**config.mk**
```make
export PLATFORM = sky130hd
export DESIGN_NAME = trade_order_gen_flat
export DESIGN_NICKNAME = d
export VERILOG_FILES = /design/src/rtl/trade_order_gen_pkg.sv /design/src/rtl/trade_order_gen_if.sv /design/src/rtl/trade_order_gen_cooldown_ctr.sv /design/src/rtl/trade_order_gen.sv /design/src/flat_wrapper.sv
export SDC_FILE = /design/constraint.sdc
export NUM_CORES = 1
export LEC_CHECK = 0
export ABC_AREA = 0
export CORE_ASPECT_RATIO = 0.9
export CORE_UTILIZATION = 43
export DETAILED_ROUTE_END_ITERATION = 7
export DONT_BUFFER_PORTS = 1
export GPL_ROUTABILITY_DRIVEN = 1
export HOLD_SLACK_MARGIN = 0.02
export PLACE_DENSITY = 0.55
export SYNTH_ARGS = -nofsm -noshare
export SYNTH_HDL_FRONTEND = slang
export SYNTH_SLANG_ARGS = --single-unit
```
**constraint.sdc**
```tcl
create_clock -name clk -period 3.3 [get_ports clk]
set_clock_uncertainty 0.2 [all_clocks]
set_input_delay 0.495 -clock clk [delete_from_list [all_inputs] [get_ports clk]]
set_output_delay 0.495 -clock clk [all_outputs]
set_load 0.005 [all_outputs]
```
**src/rtl/trade_order_gen_pkg.sv**
```systemverilog
// Shared types and constants for the trade order generator.
package trade_pkg;

    typedef enum logic [1:0] {
        IDLE,
        SEND,
        COOLDOWN
    } order_state_t;

    localparam logic SIDE_BUY  = 1'b1;
    localparam logic SIDE_SELL = 1'b0;
    localparam int   POS_W     = 9;

    // Order size is the nominal quantity, trimmed to whatever headroom is left.
    function automatic logic [7:0] clip_qty(input logic signed [9:0] headroom,
                                            input logic [7:0]        qty);
        logic signed [9:0] qty_ext;
        qty_ext = $signed({2'b00, qty});
        return (headroom < qty_ext) ? headroom[7:0] : qty;
    endfunction

endpackage

```
**src/rtl/trade_order_gen_if.sv**
```systemverilog
// Order port bundle between the generator (master) and the downstream consumer (slave).
interface trade_order_gen_if;
    // An order transfers at a posedge where order_valid && order_ready. Once valid
    // rises, side/qty/price are frozen and valid stays high until that transfer;
    // ready may be high at any time and never gates the rise of valid.
    logic       order_valid;
    logic       order_ready;
    logic       order_side;
    logic [7:0] order_qty;
    logic [7:0] order_price;

    modport master (
        output order_valid,
        output order_side,
        output order_qty,
        output order_price,
        input  order_ready
    );

    modport slave (
        input  order_valid,
        input  order_side,
        input  order_qty,
        input  order_price,
        output order_ready
    );
endinterface

```
**src/rtl/trade_order_gen_cooldown_ctr.sv**
```systemverilog
// Load/decrement counter timing the post-order cooldown; done marks the last cycle.
module trade_cooldown_ctr (
    input  logic       clk,
    input  logic       rst_n,
    input  logic       load_i,
    input  logic [3:0] load_val_i,
    output logic       done_o
);
    logic [3:0] cnt_q, cnt_d;

    always_comb begin
        cnt_d = cnt_q;
        if (load_i) begin
            cnt_d = load_val_i;
        end else if (cnt_q != 4'd0) begin
            cnt_d = cnt_q - 4'd1;
        end
    end

    always_ff @(posedge clk) begin
        if (!rst_n) begin
            cnt_q <= 4'd0;
        end else begin
            cnt_q <= cnt_d;
        end
    end

    assign done_o = (cnt_q <= 4'd1);
endmodule

```
**src/rtl/trade_order_gen.sv**
```systemverilog
// Position-limited order generator with valid/ready order port and post-order cooldown.
// Macro TRADE_DROP_CNT_EN adds a saturating drop_count output.
module trade_order_gen
    import trade_pkg::*;
#(
    parameter logic [7:0] QTY      = 8'd10,
    parameter logic [7:0] MAX_POS  = 8'd50,
    parameter logic [3:0] COOLDOWN = 4'd8
) (
    input  logic                    clk,
    input  logic                    rst_n,
    input  logic                    buy_signal,
    input  logic                    sell_signal,
    input  logic [7:0]              price,
    trade_order_gen_if.master       ord,
    output logic signed [POS_W-1:0] position,
    output logic                    busy,
`ifdef TRADE_DROP_CNT_EN
    output logic [15:0]             drop_count,
`endif
    output order_state_t            dbg_state_o
);
    localparam logic signed [9:0] MAX_EXT = $signed({2'b00, MAX_POS});

    order_state_t            state_q, state_d;
    logic                    side_q, side_d;
    logic [7:0]              qty_q, qty_d;
    logic [7:0]              price_q, price_d;
    logic signed [POS_W-1:0] pos_q, pos_d;
    logic signed [9:0]       pos_ext, headroom;
    logic                    cd_load, cd_done, drop;

    trade_cooldown_ctr u_cooldown (
        .clk        (clk),
        .rst_n      (rst_n),
        .load_i     (cd_load),
        .load_val_i (COOLDOWN),
        .done_o     (cd_done)
    );

    always_ff @(posedge clk) begin
        if (!rst_n) begin
            state_q <= IDLE;
            side_q  <= 1'b0;
            qty_q   <= 8'd0;
            price_q <= 8'd0;
            pos_q   <= '0;
        end else begin
            state_q <= state_d;
            side_q  <= side_d;
            qty_q   <= qty_d;
            price_q <= price_d;
            pos_q   <= pos_d;
        end
    end

    always_comb begin
        state_d  = state_q;
        side_d   = side_q;
        qty_d    = qty_q;
        price_d  = price_q;
        pos_d    = pos_q;
        cd_load  = 1'b0;
        drop     = 1'b0;
        pos_ext  = {pos_q[POS_W-1], pos_q};
        headroom = buy_signal ? (MAX_EXT - pos_ext) : (MAX_EXT + pos_ext);

        case (state_q)
            IDLE: begin
                if (buy_signal && sell_signal) begin
                    drop = 1'b1;
                end else if (buy_signal || sell_signal) begin
                    if (headroom == 10'sd0) begin
                        drop = 1'b1;
                    end else begin
                        side_d  = buy_signal ? SIDE_BUY : SIDE_SELL;
                        price_d = price;
                        qty_d   = clip_qty(headroom, QTY);
                        state_d = SEND;
                    end
                end
            end
            SEND: begin
                if (ord.order_ready) begin
                    pos_d = (side_q == SIDE_BUY) ? pos_q + $signed({1'b0, qty_q})
                                                 : pos_q - $signed({1'b0, qty_q});
                    if (COOLDOWN == 4'd0) begin
                        state_d = IDLE;
                    end else begin
                        state_d = trade_pkg::COOLDOWN;
                        cd_load = 1'b1;
                    end
                end
            end
            trade_pkg::COOLDOWN: begin
                if (cd_done) begin
                    state_d = IDLE;
                end
            end
            default: state_d = IDLE;
        endcase
    end

    assign ord.order_valid = (state_q == SEND);
    assign ord.order_side  = side_q;
    assign ord.order_qty   = qty_q;
    assign ord.order_price = price_q;
    assign position        = pos_q;
    assign busy            = (state_q != IDLE);
    assign dbg_state_o     = state_q;

`ifdef TRADE_DROP_CNT_EN
    logic [15:0] drop_cnt_q, drop_cnt_d;

    always_comb begin
        drop_cnt_d = drop_cnt_q;
        if (drop && (drop_cnt_q != 16'hFFFF)) begin
            drop_cnt_d = drop_cnt_q + 16'd1;
        end
    end

    always_ff @(posedge clk) begin
        if (!rst_n) begin
            drop_cnt_q <= 16'd0;
        end else begin
            drop_cnt_q <= drop_cnt_d;
        end
    end

    assign drop_count = drop_cnt_q;
`else
    logic drop_unused;
    assign drop_unused = drop;
`endif
endmodule

```
**src/flat_wrapper.sv**
```systemverilog
// flat-port wrapper written by rule: the top's interface ports become plain ports
module trade_order_gen_flat import trade_pkg::*;
#(
    parameter logic [7:0] QTY      = 8'd10,
    parameter logic [7:0] MAX_POS  = 8'd50,
    parameter logic [3:0] COOLDOWN = 4'd8
)
  (clk, rst_n, buy_signal, sell_signal, price, position, busy, dbg_state_o, ord_order_valid, ord_order_side, ord_order_qty, ord_order_price, ord_order_ready);
  trade_order_gen_if ord_i ();
  input  logic clk;
  input  logic rst_n;
  input  logic buy_signal;
  input  logic sell_signal;
  input  logic [7:0] price;
  output logic signed [POS_W-1:0] position;
  output logic busy;
  output order_state_t dbg_state_o;
  output wire logic [$bits(ord_i.order_valid)-1:0] ord_order_valid;
  output wire logic [$bits(ord_i.order_side)-1:0] ord_order_side;
  output wire logic [$bits(ord_i.order_qty)-1:0] ord_order_qty;
  output wire logic [$bits(ord_i.order_price)-1:0] ord_order_price;
  input wire logic [$bits(ord_i.order_ready)-1:0] ord_order_ready;
  assign ord_order_valid = ord_i.order_valid;
  assign ord_order_side = ord_i.order_side;
  assign ord_order_qty = ord_i.order_qty;
  assign ord_order_price = ord_i.order_price;
  assign ord_i.order_ready = ord_order_ready;
  trade_order_gen #(.QTY(QTY), .MAX_POS(MAX_POS), .COOLDOWN(COOLDOWN)) u_core (.clk(clk), .rst_n(rst_n), .buy_signal(buy_signal), .sell_signal(sell_signal), .price(price), .ord(ord_i), .position(position), .busy(busy), .dbg_state_o(dbg_state_o));
endmodule
```
-- Word-level counts from Yosys, hierarchy flattened
Cells that the tools add are included.
- register bits: 32
- word-level logic and storage cells: 49
- $add $sub $neg: 5
- $lt $le $gt $ge: 2
- eq/ne operators: 7
- multiplexer cells: 14
- bitwise logic cells: 3
- reduce and logical (&&, ||, !) cells: 11
- operators with widths (operator ; number):
    7-bit by 9-bit adder with 10-bit output, first input constant ; 1
    10-bit zero test ; 1
    10-bit by 5-bit less-than comparator with 1-bit output, second input constant ; 1
    10-bit 2-to-1 mux ; 1
    2-bit 2-to-1 mux ; 5
    7-bit by 9-bit subtractor with 10-bit output, first input constant ; 1
    9-bit adder ; 1
    9-bit 2-to-1 mux ; 1
    9-bit subtractor ; 1
    4-bit 2-to-1 mux ; 2
    8-bit 2-to-1 mux ; 1
    2-bit by 1-bit != test with 1-bit output, second input constant ; 3
    2-bit case mux with 3 select lines ; 1
    5-bit AND reduction ; 1
    4-bit by 1-bit <= comparator with 1-bit output, second input constant ; 1
    2-bit != test, second input constant ; 2
    4-bit AND reduction ; 1
    2-bit nonzero test ; 2
    4-bit nonzero test ; 1
    4-bit by 1-bit subtractor with 4-bit output, second input constant ; 1
    1-bit 2-to-1 mux ; 3
    1-bit NOT ; 3
    2-bit by 1-bit == test with 1-bit output, second input constant ; 1
    2-bit == test, second input constant ; 1
    other kinds (5) ; 5

-- Depth between registers and ports, before layout
Gate-level depths: netlist of the first run.
- word-level depth: 7
- gate-level depth with buffers: 12

-- Modules after synthesis
A second synthesis of the first run with hierarchy kept.
- cells, all modules: 284
- area, all modules: 2322.2 um2
- by module, submodules not included (module ; times used ; cells an instance ; area each (um2) ; sequential area each (um2)):
    trade_order_gen ; 1 ; 258 ; 2067.0 ; 560.5
    trade_cooldown_ctr ; 1 ; 26 ; 255.2 ; 80.1

-- Worst setup path after synthesis of the first run
OpenSTA, ideal clock, no wires.
- kind: register -> register
- start: register u_core.qty_q[0] (netlist: u_core.ord.order_qty[0])
- end: register u_core.pos_q[8] (netlist: u_core.position[8])
- library setup time: 0.115 ns
- arrival time: 2.610 ns
- path slack: 0.376 ns
- stages on the path, launching flop included: 12
- period minus slack after synthesis: 2.924 ns
- cells stage by stage: dfxtp_1 > inv_1 > ha_1 > mux2_2 > fa_1 > a21o_1 > a211oi_1 > nor2_1 > o41ai_1 > xnor2_1 > nor3b_1 > o21a_1
- word-level cells in the longest chain between the ends: 2
- elaborated cells on any way between the ends: 3
- RTL lines (item ; RTL line ; text):
    start: declaration ; trade_order_gen.sv:27 ; logic [7:0] qty_q, qty_d;
    start signal: assignment ; trade_order_gen.sv:51 ; qty_q <= qty_d;
    9-bit subtractor / 9-bit adder (equally long branches) ; trade_order_gen.sv:86, trade_order_gen.sv:85 ;
    9-bit 2-to-1 mux (*) ; trade_order_gen.sv:85 ; pos_d = (side_q == SIDE_BUY) ? pos_q + $signed({1'b0, qty_q})
    end signal: assignment ; trade_order_gen.sv:53 ; pos_q <= pos_d;
    end: declaration ; trade_order_gen.sv:29 ; logic signed [POS_W-1:0] pos_q, pos_d;
Every way passes the cells marked *; elsewhere a longest branch is shown, timed or not.
A chain may end at the register's enable or synchronous reset.

-- Final worst setup path of the first run
Same ends and word-level chain as after synthesis.

==> results of run 1 <==
[critical path, stage by stage, from the launching register on]
cell      delay (ns)
dfxtp_1         0.32
inv_1           0.05
ha_1            0.27
mux2_2          0.29
fa_1            0.44
a21o_1          0.19
a211oi_1        0.24
nor2_1          0.09
o41ai_1         0.32
xnor2_1         0.18
nor3b_1         0.22
o21a_1          0.14
[synthesized netlist by cell type (all sizes together) (6+ instances only)]
cell	instances	share of area
a21oi	23	0.053
buf	6	0.021
clkbuf	11	0.019
dfxtp	32	0.29
ha	17	0.097
inv	11	0.019
mux2i	10	0.046
nand2	42	0.072
nand3	7	0.016
nor2	19	0.033
nor3	7	0.016
o21ai	11	0.025
xnor2	8	0.032
xor2	12	0.048
[metrics by stage]
step	instances	hold slack, ns	total power [mW]
finish	333	0.140	1.28
global route	333	0.138	1.37
CTS	333	0.131	1.29
detailed placement	325	0.269	0.916
global placement	325	0.263	0.917
floorplan	273	0.251	0.846
[sequential cells by signal, indices dropped and copies added (netlist names)]
name and count:
u_core.dbg_state_o 2, u_core.ord.order_price 8, u_core.ord.order_qty 8, u_core.ord.order_side 1, u_core.position 9, u_core.u_cooldown.cnt_q 4
[layout make-up]
type	instances	area (um^2)
clock inverters	2	35.0
fillers	517	2540
well taps	65	81.3
inverters	11	41.3
clock buffers	6	72.6
multi-input cells	213	1420
flip-flops and latches	32	641
repair buffers	4	30.0
[power by group through the flow]
stage | Clock (mW) | Combinational, mW | Sequential [mW]
2_1_floorplan | 0 | 0.363 | 0.483
3_3_place_gp | 0 | 0.412 | 0.505
3_5_place_dp | 0 | 0.411 | 0.505
4_1_cts | 0.380 | 0.414 | 0.496
5_1_grt | 0.397 | 0.467 | 0.504
6_report | 0.372 | 0.413 | 0.496
[layer usage]
metal	part of all wire	wire length, um	vias up	GRT usage
met5	0	0	-	0
met3	0.062	318	2	0.0553
met2	0.42	2180	43	0.289
li1	-	-	941	-
met1	0.51	2640	861	0.296
met4	0.0029	15	0	0.0503
[how the worst max path moves through the flow]
stage                                                  to  depth (start not counted)
final                     u_core.position[8]$_SDFFE_PN0P_                         11
after global routing      u_core.position[8]$_SDFFE_PN0P_                         11
after detailed placement  u_core.position[8]$_SDFFE_PN0P_                         11
after global placement    u_core.position[8]$_SDFFE_PN0P_                         11
after floorplan           u_core.position[8]$_SDFFE_PN0P_                         11
after CTS                 u_core.position[8]$_SDFFE_PN0P_                         11
[kinds of logic after synthesis]
| group | synth area share |
|---|---|
| fa+ha+maj | 0.106 |
| simple gates | 0.215 |
| compound gates | 0.197 |
| flops | 0.293 |
| xor+xnor | 0.0800 |
| mux | 0.0509 |
| buf+inv | 0.0583 |
==> impl_metrics.env, run 1 <==
export IMPL_setup_viol=0
export IMPL_grt_max_degree=37
export IMPL_clkSinkCount=32
export IMPL_numCtsBuffers=5
export IMPL_regToRegStartpoint="u_core.ord.order_qty[0]$_SDFFE_PN0P_"
export IMPL_clk_latency_ns=0.28
export IMPL_cts_hold_buffers_added=0
export IMPL_dpl_instance_area_um2=2210
export IMPL_synth_nets=304
export IMPL_p_sw_mw=0.436
export IMPL_critPathKind="flop to flop"
export IMPL_tightest_slew_ns=0.538
export IMPL_min_path_cells=1
export IMPL_yosys_warnings=0
export IMPL_hold_start="rst_n"
export IMPL_synth_distinct_cells=52
export IMPL_num_vias=1847
export IMPL_grt_use_total=0.202
export IMPL_cts_resized_gates=0
export IMPL_ys_seq_elements=32
export IMPL_fp_dieH_um=69.7
export IMPL_crit_start="u_core.ord.order_qty[0]$_SDFFE_PN0P_"
export IMPL_p_clk_frac=0.291
export IMPL_antenna_found_initial=0
export IMPL_layout_common_cells="42 x nand2_1, 32 x dfxtp_1, 23 x a21oi_1, 19 x nor2_1, 17 x ha_1"
export IMPL_dpl_hpwl_um=3810
export IMPL_clock_path_buffers=2
export IMPL_core_um2=4860
export IMPL_synth_cell_area_um2=2190
export IMPL_clk_pin_slew_ns=0.07
export IMPL_p_comb_frac=0.323
export IMPL_grt_pass1_wl_um=8510
export IMPL_ys_async_sr_fraction=0
export IMPL_area_growth_pct=6.06
export IMPL_cts_tree="done"
export IMPL_root_buffer="clkbuf_8"
export IMPL_maxCapViolCount=0
export IMPL_synth_edff_count=0
export IMPL_slew_violations=0
export IMPL_drtPass1Iterations=4
export IMPL_ys_flop_type="dfxtp_1"
export IMPL_worst_setup_path_end_kind="flop"
export IMPL_io_buffers=0
export IMPL_num_rows=24
export IMPL_post_route_drc_count=0
export IMPL_htree_levels=2
export IMPL_crit_path_max_fanout=2
export IMPL_hold_violations=0
export IMPL_wl_um=5150
export IMPL_syn_avg_cell_area_um2=8.02
export IMPL_die_area_um2=5380
export IMPL_fmax_ghz=0.332
export IMPL_io_pins=43
export IMPL_wl_per_cell_um=15.5
export IMPL_final_area_um2=2320
export IMPL_peakVddDrop_mv=0.337
export IMPL_postCtsSetupRepairBufs=0
export IMPL_synth_seq_area_share=0.293
export IMPL_globalplace_congestion=0.778
export IMPL_fin_ws_ns=0.287
export IMPL_drtIter0Drc=114
export IMPL_nets=298
export IMPL_fin_util=0.477
export IMPL_avgViaCountPerCell=5.55
export IMPL_synthCells=273
export IMPL_seqPwrFrac=0.387
export IMPL_period_minus_slack_ns=3.01
export IMPL_finalSetupTns_ns=0
export IMPL_cp_data_required_time_ns=3.33
export IMPL_outcome="finished clean"
export IMPL_start_util=0.450
export IMPL_layout_drive_gt1_share=0.0597
export IMPL_swShare=0.340
export IMPL_grt_pass1_vias=1652
export IMPL_start_kind="flop"
export IMPL_rsz0062_at_grt="no"
export IMPL_p_leak_nw=0.971
export IMPL_cellInternalPower_mw=0.845
export IMPL_min_path_type="input port to flop"
export IMPL_slew_headroom=0.640
export IMPL_hold_end="u_core.position[8]$_SDFFE_PN0P_"
export IMPL_r2r_end="u_core.position[8]$_SDFFE_PN0P_"
export IMPL_final_common_cell="nand2_1"
export IMPL_antenna_cells=0
export IMPL_place_ws_ns=0.334
export IMPL_grt_remaining_overflow=0
export IMPL_p_per_area_nw_per_um2=552
export IMPL_period_share=0.913
export IMPL_r2r_cells=11
export IMPL_fp_dieW_um=77.2
export IMPL_arrival_ns=3.04
export IMPL_ant_nets=0
export IMPL_r2r_setup_slack_ns=0.29
Power figures use the tool's default switching activity.
==> run 2, diff against run 1 <==
Settings changed: RECOVER_POWER from default to 100.
==> run 2 against run 1 <==
Net effect:
- design area down 0.65%
- critical endpoint unchanged
- largest power group unchanged
- combinational power down 1%
- non-clock buffer count unchanged
- first-iteration DRC count down 20%
- core utilization down 0.31 points
- wire length down 0.29%
- critical path type unchanged
- sequential share of layout area up 0.18 points
- worst setup slack better by 0.0068 ns
- largest cell class unchanged
- total power down 0.32%
==> impl_metrics.env, run 2 (synthesis gave the netlist of run 1 again) <==
export IMPL_grt_remaining_overflow=0
export IMPL_seqPwrFrac=0.388
export IMPL_clk_latency_ns=0.28
export IMPL_maxCapViolCount=0
export IMPL_die_area_um2=5380
export IMPL_fillers=521
export IMPL_num_vias=1846
export IMPL_crit_path_max_fanout=2
export IMPL_nets=298
export IMPL_p_per_area_nw_per_um2=553
export IMPL_p_comb_frac=0.320
export IMPL_fp_dieW_um=77.2
export IMPL_finalSetupTns_ns=0
export IMPL_clock_path_buffers=2
export IMPL_rsz0062_at_grt="no"
export IMPL_postCtsSetupRepairBufs=0
export IMPL_fp_dieH_um=69.7
export IMPL_drtPass1Iterations=4
export IMPL_start_util=0.450
export IMPL_min_path_type="input port to flop"
export IMPL_dpl_instance_area_um2=2210
export IMPL_wl_per_cell_um=15.4
export IMPL_wl_um=5140
export IMPL_arrival_ns=3.04
export IMPL_dpl_hpwl_um=3810
export IMPL_globalplace_congestion=0.778
export IMPL_cellInternalPower_mw=0.841
export IMPL_peakVddDrop_mv=0.335
export IMPL_critPathKind="flop to flop"
export IMPL_antenna_cells=0
export IMPL_place_ws_ns=0.334
export IMPL_swShare=0.341
export IMPL_outcome="finished clean"
export IMPL_clk_pin_slew_ns=0.07
export IMPL_cts_tree="done"
export IMPL_numCtsBuffers=5
export IMPL_p_leak_nw=0.955
export IMPL_cts_resized_gates=0
export IMPL_slew_headroom=0.639
export IMPL_layout_drive_gt1_share=0.0448
export IMPL_avgViaCountPerCell=5.54
export IMPL_setup_viol=0
export IMPL_layout_common_cells="42 x nand2_1, 32 x dfxtp_1, 23 x a21oi_1, 19 x nor2_1, 17 x ha_1"
export IMPL_largest_reg_flops=9
export IMPL_io_pins=43
export IMPL_start_kind="flop"
export IMPL_core_um2=4860
export IMPL_period_share=0.911
export IMPL_area_growth_pct=5.37
export IMPL_grt_pass1_wl_um=8510
export IMPL_fin_ws_ns=0.294
export IMPL_final_area_um2=2310
export IMPL_hold_ws_ns=0.140
export IMPL_grt_use_total=0.202
export IMPL_tightest_slew_ns=0.540
export IMPL_slew_violations=0
export IMPL_num_rows=24
export IMPL_grt_max_degree=37
export IMPL_cts_hold_buffers_added=0
export IMPL_fmax_ghz=0.333
export IMPL_p_clk_frac=0.292
export IMPL_htree_levels=2
export IMPL_ant_nets=0
export IMPL_worst_setup_path_end_kind="flop"
export IMPL_hold_violations=0
export IMPL_p_total_mw=1.28
export IMPL_root_buffer="clkbuf_8"
export IMPL_clkSinkCount=32
export IMPL_final_common_cell="nand2_1"
export IMPL_p_sw_mw=0.435
export IMPL_drtIter0Drc=91
export IMPL_post_route_drc_count=0
export IMPL_cp_data_required_time_ns=3.33
export IMPL_antenna_found_initial=0
export IMPL_io_buffers=0
export IMPL_period_minus_slack_ns=3.01
export IMPL_grt_pass1_vias=1652
run 2: final cells by class:
cell class / instances / area [um^2] / area share
Clock inverter: 2 / 35.0 / 0.0152
Clock buffer: 6 / 72.6 / 0.0315
Tap cell: 65 / 81.3 / 0.0352
Sequential cell: 32 / 641 / 0.278
Multi-Input combinational cell: 213 / 1420 / 0.614
Inverter: 11 / 41.3 / 0.0179
Timing Repair Buffer: 4 / 18.8 / 0.00813
run 2: power groups by stage:
stage | registers, mW | clock network, mW | logic, mW
floorplan | 0.483 | 0 | 0.363
global placement | 0.505 | 0 | 0.412
detailed placement | 0.505 | 0 | 0.411
CTS | 0.496 | 0.380 | 0.414
global route | 0.504 | 0.397 | 0.463
finish | 0.496 | 0.373 | 0.408
run 2: path summary, 6_finish.rpt:
| check | startpoint | to | slack [ns] | cells after the start |
|---|---|---|---|---|
| max | u_core.ord.order_qty[0]$_SDFFE_PN0P_ | u_core.position[8]$_SDFFE_PN0P_ | 0.29 | 11 |
| min | rst_n | u_core.position[8]$_SDFFE_PN0P_ | 0.14 | 1 |
| max reg2reg | u_core.ord.order_qty[0]$_SDFFE_PN0P_ | u_core.position[8]$_SDFFE_PN0P_ | 0.29 | 11 |
| min reg2reg | u_core.ord.order_price[3]$_SDFFE_PN0P_ | u_core.ord.order_price[3]$_SDFFE_PN0P_ | 0.28 | 2 |
run 2: worst max-delay path: stages, from the launching register on:
cell and delay (ns):
dfxtp_1 0.32, inv_1 0.05, ha_1 0.27, mux2_2 0.29, fa_1 0.44, a21o_1 0.19
a211oi_1 0.24, nor2_1 0.09, o41ai_1 0.32, xnor2_1 0.19, nor3b_1 0.23, o21a_1 0.14
run 2: layer usage:
| metal | up-vias | wire [um] | global-route usage |
|---|---|---|---|
| met1 | 859 | 2690 | 0.296 |
| met2 | 40 | 2150 | 0.289 |
| met3 | 4 | 260 | 0.0553 |
| met4 | 0 | 31 | 0.0503 |
| li1 | 943 | - | - |
| met5 | - | 0 | 0 |
run 2: through the flow:
stage                      util  cells
final                     0.474    333
after global routing      0.474    333
after CTS                 0.477    333
after detailed placement  0.455    325
after global placement    0.455    325
after floorplan               -    273
==> run 3, diff against run 2 <==
Settings changed: ABC_CLOCK_PERIOD_IN_PS from default to 3300.
==> results of run 3 <==
No change in the layout: final DEF, timing and power equal those of run 2.
